### src/rtl/uart_reg_responder.sv
// Serial register responder: decodes 'W'/'R' command frames from uart_rx and answers each frame with one byte via uart_tx.
// TX handshake: o_TxValid rises with a stable o_TxByte and is held until the i_TxDone pulse; a one-cycle GAP follows.
module uart_reg_responder #(
    parameter int         NUM_REGS       = 16,
    parameter int         TIMEOUT_CYCLES = 1000000,
    parameter logic [7:0] RESET_VALUE    = 8'h00
) (
    input  logic       i_SysClock,
    input  logic       i_Reset,
    input  logic [7:0] i_RxByte,
    input  logic       i_RxDone,
    output logic [7:0] o_TxByte,
    output logic       o_TxValid,
    input  logic       i_TxDone,
    output logic       o_WrStrobe,
    output logic [7:0] o_WrAddr,
    output logic [7:0] o_WrData,
    output logic [7:0] o_Reg0,
    output logic       o_Overrun,
    output logic       o_Busy
);

    localparam int TW = $clog2(TIMEOUT_CYCLES + 1);
    localparam int IW = $clog2(NUM_REGS);

    localparam logic [7:0] CMD_WRITE = 8'h57;
    localparam logic [7:0] CMD_READ  = 8'h52;
    localparam logic [7:0] RPL_OK    = 8'h4B;
    localparam logic [7:0] RPL_ERR   = 8'h45;
    localparam logic [7:0] RPL_UNK   = 8'h3F;

    typedef enum logic [2:0] {
        IDLE     = 3'd0,
        GET_ADDR = 3'd1,
        GET_DATA = 3'd2,
        SEND     = 3'd3,
        GAP      = 3'd4
    } state_t;

    state_t          state, state_n;
    logic [TW-1:0]   timer, timer_n;
    logic            is_write, is_write_n;
    logic [7:0]      addr_q, addr_n;
    logic [7:0]      tx_byte, tx_byte_n;
    logic            tx_valid, tx_valid_n;
    logic            overrun_n;
    logic            wr_en;
    logic            rx_addr_ok;
    logic            addr_q_ok;
    logic [7:0]      rd_reply;
    logic [7:0]      regs [NUM_REGS];

    // Full 8-bit compare so out-of-range addresses never alias onto a real register.
    assign rx_addr_ok = ({24'd0, i_RxByte} < NUM_REGS);
    assign addr_q_ok  = ({24'd0, addr_q} < NUM_REGS);
    assign rd_reply   = rx_addr_ok ? regs[i_RxByte[IW-1:0]] : RPL_ERR;

    always_comb begin
        state_n    = state;
        timer_n    = timer;
        is_write_n = is_write;
        addr_n     = addr_q;
        tx_byte_n  = tx_byte;
        tx_valid_n = tx_valid;
        overrun_n  = 1'b0;
        wr_en      = 1'b0;
        case (state)
            IDLE: begin
                timer_n = '0;
                if (i_RxDone) begin
                    if (i_RxByte == CMD_WRITE || i_RxByte == CMD_READ) begin
                        is_write_n = (i_RxByte == CMD_WRITE);
                        state_n    = GET_ADDR;
                    end else begin
                        tx_byte_n  = RPL_UNK;
                        tx_valid_n = 1'b1;
                        state_n    = SEND;
                    end
                end
            end
            GET_ADDR: begin
                if (i_RxDone) begin
                    timer_n = '0;
                    addr_n  = i_RxByte;
                    if (is_write) begin
                        state_n = GET_DATA;
                    end else begin
                        tx_byte_n  = rd_reply;
                        tx_valid_n = 1'b1;
                        state_n    = SEND;
                    end
                end else if (timer == TW'(TIMEOUT_CYCLES)) begin
                    timer_n = '0;
                    state_n = IDLE;
                end else begin
                    timer_n = timer + 1'b1;
                end
            end
            GET_DATA: begin
                if (i_RxDone) begin
                    timer_n    = '0;
                    wr_en      = addr_q_ok;
                    tx_byte_n  = addr_q_ok ? RPL_OK : RPL_ERR;
                    tx_valid_n = 1'b1;
                    state_n    = SEND;
                end else if (timer == TW'(TIMEOUT_CYCLES)) begin
                    timer_n = '0;
                    state_n = IDLE;
                end else begin
                    timer_n = timer + 1'b1;
                end
            end
            SEND: begin
                overrun_n = i_RxDone;
                if (i_TxDone) begin
                    tx_valid_n = 1'b0;
                    state_n    = GAP;
                end
            end
            GAP: begin
                overrun_n = i_RxDone;
                state_n   = IDLE;
            end
            default: begin
                tx_valid_n = 1'b0;
                state_n    = IDLE;
            end
        endcase
    end

    always_ff @(posedge i_SysClock) begin
        if (i_Reset) begin
            state      <= IDLE;
            timer      <= '0;
            is_write   <= 1'b0;
            addr_q     <= 8'h00;
            tx_byte    <= 8'h00;
            tx_valid   <= 1'b0;
            o_Overrun  <= 1'b0;
            o_WrStrobe <= 1'b0;
            o_WrAddr   <= 8'h00;
            o_WrData   <= 8'h00;
            for (int i = 0; i < NUM_REGS; i++) begin
                regs[i] <= RESET_VALUE;
            end
        end else begin
            state      <= state_n;
            timer      <= timer_n;
            is_write   <= is_write_n;
            addr_q     <= addr_n;
            tx_byte    <= tx_byte_n;
            tx_valid   <= tx_valid_n;
            o_Overrun  <= overrun_n;
            o_WrStrobe <= wr_en;
            if (wr_en) begin
                o_WrAddr              <= addr_q;
                o_WrData              <= i_RxByte;
                regs[addr_q[IW-1:0]]  <= i_RxByte;
            end
        end
    end

    assign o_TxByte  = tx_byte;
    assign o_TxValid = tx_valid;
    assign o_Reg0    = regs[0];
    assign o_Busy    = (state != IDLE);

endmodule

### config.mk
export PLATFORM = sky130hd
export DESIGN_NAME = uart_reg_responder
export DESIGN_NICKNAME = d
export VERILOG_FILES = /design/src/rtl/uart_reg_responder.sv
export SDC_FILE = /design/constraint.sdc
export NUM_CORES = 1
export LEC_CHECK = 0
export ABC_AREA = 1
export CORE_MARGIN = 5
export CORE_UTILIZATION = 63
export DETAILED_ROUTE_END_ITERATION = 7
export DONT_BUFFER_PORTS = 1
export GPL_TIMING_DRIVEN = 0
export PLACE_DENSITY = 0.79
export SLEW_MARGIN = 15
export SYNTH_ARGS = -nofsm -noshare
export SYNTH_HDL_FRONTEND = slang
export SYNTH_SLANG_ARGS = --single-unit
### constraint.sdc
create_clock -name i_SysClock -period 2.4 [get_ports i_SysClock]
set_clock_uncertainty 0.05 [all_clocks]
set_input_delay 0.48 -clock i_SysClock [delete_from_list [all_inputs] [get_ports i_SysClock]]
set_output_delay 0.48 -clock i_SysClock [all_outputs]
set_load 0.02 [all_outputs]
# After elaboration in Yosys (flattened, before gate mapping)

Memory sizes are Yosys's and may differ from the RTL's.
Index checks and enable logic that the tools add are counted.

Flip-flop bits (word level): 59
Memory bits (writable): 128
Input port bits: 12
Output and inout port bits: 36
Word-level logic and storage cells: 79
Memories: 1

Memories:

| name | words | width | read ports | clocked after Yosys merged registers in | write ports | line | RTL |
|---|---|---|---|---|---|---|---|
| regs | 16    | 8     | 2          | 0                                       | 16          | 51   | `logic [7:0] regs [NUM_REGS];` |

$add $sub $neg: 1
Magnitude comparators: 2
Equal/unequal tests: 13
Muxes and demuxes: 36
Bitwise logic cells: 2
Reduce and logical (&&, ||, !) cells: 14

Operators by type and width:

| cell                                                        | number |
|---|---|
| 2-to-1 mux 8 bit                                            | 7 |
| 2-to-1 mux 20 bit                                           | 2 |
| case mux 20 bit (2 select lines)                            | 1 |
| case mux 8 bit (3 select lines)                             | 1 |
| adder 20 x 1 -> 20 bit (second input constant)              | 1 |
| == test 20 bit (second input constant)                      | 1 |
| == test 8 x 7 -> 1 bit (second input constant)              | 2 |
| less-than comparator 8 x 5 -> 1 bit (second input constant) | 2 |
| 2-to-1 mux 1 bit                                            | 15 |
| 2-to-1 mux 3 bit                                            | 5 |
| inequality test 2 bit (second input constant)               | 6 |
| case mux 3 bit (4 select lines)                             | 1 |
| 2-to-1 mux 4 bit                                            | 2 |
| OR reduction 8 bit                                          | 1 |
| AND reduction 7 bit                                         | 1 |
| == test 3 x 2 -> 1 bit (second input constant)              | 2 |
| AND reduction 6 bit                                         | 1 |
| nonzero test 3 bit                                          | 2 |
| OR reduction 2 bit                                          | 3 |
| case mux 1 bit (5 select lines)                             | 1 |
| AND reduction 2 bit                                         | 2 |
| == test 3 x 1 -> 1 bit (second input constant)              | 1 |
| == test 3 bit (second input constant)                       | 1 |
| zero test 3 bit                                             | 1 |
| other kinds (5)                                             | 6 |

# Logic depth before layout (Yosys ltp)

Gate-level depths: netlist of run 1.

Depth after elaboration: 8
Gate-level depth with buffers: 13
Gate-level depth less buffers: 12

# Least setup slack after synthesis of run 1

OpenSTA, ideal clock, no wires.

Path type: flip-flop to flip-flop
From: reg state[0]
To: mem regs[15][0], enable pin
Library setup time: 0.329 ns
Data arrival time: 1.603 ns
Data required time: 2.021 ns
Slack: 0.418 ns
Cell stages (with the launch flop): 10
Path buffers: 0
Clock period less this slack: 1.982 ns
Cells stage by stage: dfxtp_1 -> nor2_2 -> nand2_1 -> nor2_2 -> nand2_4 -> inv_2 -> nand2_1 -> nor3_4 -> nand2_2 -> nand2_1

RTL lines:

| element                  | line | RTL |
|---|---|---|
| start: declaration       | 40   | `state_t state, state_n;` |
| start signal: assignment | 147  | `state <= state_n;` |
| end: declaration         | 51   |  |

==> results of run 1 <==
[power by group through the flow]
stage / Combinational [mW] / Clock (mW) / Sequential (mW)
finish: 0.672 / 2.88 / 3.72
global route: 0.729 / 3.02 / 3.73
CTS: 0.638 / 2.87 / 3.71
detailed placement: 0.626 / 0 / 3.78
global placement: 0.613 / 0 / 3.78
floorplan: 0.432 / 0 / 3.76
[cells in the final DEF, fill, tap and decap left out, drive strengths merged]
| cell type | instances |
|---|---|
| nor4 | 6 |
| buf | 11 |
| nor3 | 18 |
| clkinv | 13 |
| inv | 63 |
| o22ai | 1 |
| dfxtp | 59 |
| clkbuf | 49 |
| nand2 | 199 |
| a41oi | 1 |
| or2 | 3 |
| a31oi | 1 |
| nand4 | 23 |
| o21ai | 52 |
| edfxtp | 128 |
| nor2 | 230 |
| nor3b | 2 |
| and3 | 5 |
| xor2 | 5 |
| a311oi | 1 |
| nand3b | 3 |
| clkinvlp | 2 |
| ha | 2 |
| nand3 | 35 |
| bufinv | 3 |
| a211oi | 1 |
| a21oi | 46 |
| a22oi | 3 |
| o211ai | 10 |
| a2111oi | 1 |
[cell families after synthesis]
kind of cell             count (synthesis)
AO/OA/AOI/OAI                          117
XOR/XNOR                                 5
adder cells (fa/ha/maj)                  2
buffers and inverters                  108
flip-flops                             187
AND/OR/NAND/NOR                        524
[repair_timing]
| action | in CTS | in global routing |
|---|---|---|
| buffers inserted | 1 | 0 |
| endpoints found under the setup margin | 104 | 128 |
| resized for setup | 13 | 13 |
| pin swaps | 1 | 1 |
[flip-flops by register name, indices dropped and copies added, names as in the netlist]
name and count:
o_TxValid 1, o_WrStrobe 1, timer 20, o_WrData 8
is_write 1, o_TxByte 8, regs 128, o_WrAddr 8
state 3, addr_q 8, o_Overrun 1
[synth_stat cells, drive strengths merged (6+ instances only)]
cell type,number,area share
nor2,230,0.10
nand2,199,0.092
edfxtp,128,0.46
dfxtp,59,0.14
inv,59,0.026
o21ai,52,0.031
a21oi,46,0.028
nand3,35,0.021
clkbuf,31,0.014
nand4,23,0.017
nor3,18,0.012
buf,10,0.0057
o211ai,10,0.0090
clkinv,8,0.0036
nor4,6,0.0099
[layout make-up]
type                       count  share of cell area
sequential                   187               0.541
multi-input combinational    648               0.324
clock buffer                  18              0.0462
inverter                      67              0.0271
tap                          176              0.0237
clock inverter                14              0.0182
buffer                        41              0.0178
timing repair buffer           1             0.00216
[worst paths after layout]
kind	start	to	slack, ns	cells past startpoint
hold / removal	i_RxByte[7]	addr_q[7]$_SDFFE_PP0P_	0.21	2
hold reg to reg	addr_q[7]$_SDFFE_PP0P_	addr_q[7]$_SDFFE_PP0P_	0.42	2
setup reg to reg	state[0]$_SDFFE_PP0P_	regs[5][6]$_SDFFCE_PN0P_	0.08	7
setup / recovery	state[0]$_SDFFE_PP0P_	regs[5][6]$_SDFFCE_PN0P_	0.08	7
[layer usage]
layer | up-vias | share of wire | global-route usage
met5 | - | 0 | 0
met3 | 104 | 0.11 | 0.0789
met2 | 485 | 0.47 | 0.495
met4 | 0 | 0.045 | 0.130
met1 | 3274 | 0.37 | 0.404
li1 | 3191 | - | -
[metrics by stage]
stage	std cells	hold slack [ns]	utilization	cell area [um^2]	power, mW
CTS	1152	0.205	0.703	9240	7.22
finish	1152	0.211	0.707	9290	7.27
global route	1152	0.225	0.707	9290	7.48
floorplan	943	0.379	-	8370	4.19
detailed placement	1119	0.405	0.654	8590	4.41
global placement	1119	0.393	0.654	8590	4.39
==> impl_metrics.json, run 1 <==
{
  "clockBufferDepth": 2,
  "io_pins": 48,
  "synth-compound-area-share": 0.0758,
  "slew_violations": 0,
  "cp_slowest_cell": "nor4_4",
  "hold_class": "in -> reg",
  "worst_pin_slew_ns": 1.13,
  "setup_tns_ns": 0,
  "area_delta_synth_final_pct": 11.0,
  "synth_top_flop_cell": "edfxtp_1",
  "die_h_um": 125,
  "cts_root_buf": "clkbuf_16",
  "fill_cells": 1044,
  "place_congestion": 0.964,
  "sw_frac_of_total": 0.260,
  "antennaDiodeCount": 0,
  "hold_buffers": 0,
  "drt_pass1_iterations": 8,
  "status": "finished, final reports clean",
  "synthArstFlopShare": 0,
  "synth-xor-area-share": 0.00523,
  "synth_nets": 957,
  "yosys.area_share.adder": 0.00299,
  "ys_ff_latch": 187,
  "grt_overflow": 0,
  "grt_pass1_wl_um": 37200,
  "worstPathRequired_ns": 2.47,
  "vias": 7054,
  "worst_slack_ns": 0.0787,
  "multi_input_area_um2": 3010,
  "synth_top_family_by_area": "simple AND/OR/NAND/NOR gates",
  "crit_type": "reg -> reg",
  "cp_cell_sequence": "nor2_4 -> nand2_2 -> nor2_4 -> nand2_4 -> nor4_4 -> nand2_2 -> nand2_2",
  "routed_wirelength_um": 23900,
  "p_sw_mw": 1.89,
  "end_kind": "flop",
  "final-setup-viol-count": 0,
  "dp_slack_ns": -0.126,
  "path_common_cell": "nand2_2",
  "hold_viol": 0,
  "seq_area_um2": 5020,
  "layout-drive-gt1-share": 0.0820,
  "synth-simple-area-share": 0.266,
  "syn_area_um2": 8370,
  "htreeDepth": 4,
  "combPwrFrac": 0.092,
  "routedWlPerCell_um": 20.8,
  "crit_fanout": 9,
  "synth_mux_area_frac": 0,
  "vdd_drop_max_v": 0.000493,
  "fp-row-count": 42,
  "grt_antenna_before_repair": 0,
  "fin_crit_sh": 0.967,
  "clk_pin_slew_ns": 0.07,
  "seq_power_share": 0.511,
  "leakage_nw": 3.54,
  "drt-initial-drc-count": 1008,
  "grt_pass1_vias": 6812,
  "drt-vias-per-instance": 6.12,
  "start_util": 0.637,
  "max_freq_mhz": 431,
  "yosysSeqAreaShare": 0.600,
  "start_kind": "flop",
  "die-area_um2": 15700,
  "min_period_ns": 2.32,
  "clkLatencyLatePin_ns": 0.44,
  "grtUsageTotal": 0.309,
  "drc": 0,
  "cp.arrival_ns": 2.39,
  "ys_warn_count": 0,
  "syn_inst": 943,
  "cts_made_buffers": 17,
  "maxCapViolations": 0,
  "clock-sinks": 187,
  "power_density_nw_per_um2": 783,
  "ant_nets": 0,
  "ys_types": 37,
  "hpwl_um": 16100,
  "port_buffers": 0,
  "synth-edff-count": 128,
  "final_nets": 977,
  "synth.avg_cell_area_um2": 8.88,
  "cts_tree": "built",
  "core_um2": 13100,
  "p_int_mw": 5.38,
  "relSlewSlack": 0.245,
  "dieWidth_um": 125,
  "max_stage_delay_ns": 0.42,
  "path_delay_family": "simple AND/OR/NAND/NOR gates",
  "p_clk_frac": 0.397,
  "grt_max_degree": 17,
  "timing.critical_path.buf_inv": 0
}
Note: power is estimated with default switching activity, not from simulation.
==> run 2, diff against run 1 <==
- CAP_MARGIN: default -> 20
==> results of run 2 <==
No change in the layout: final DEF, timing and power equal those of run 1.
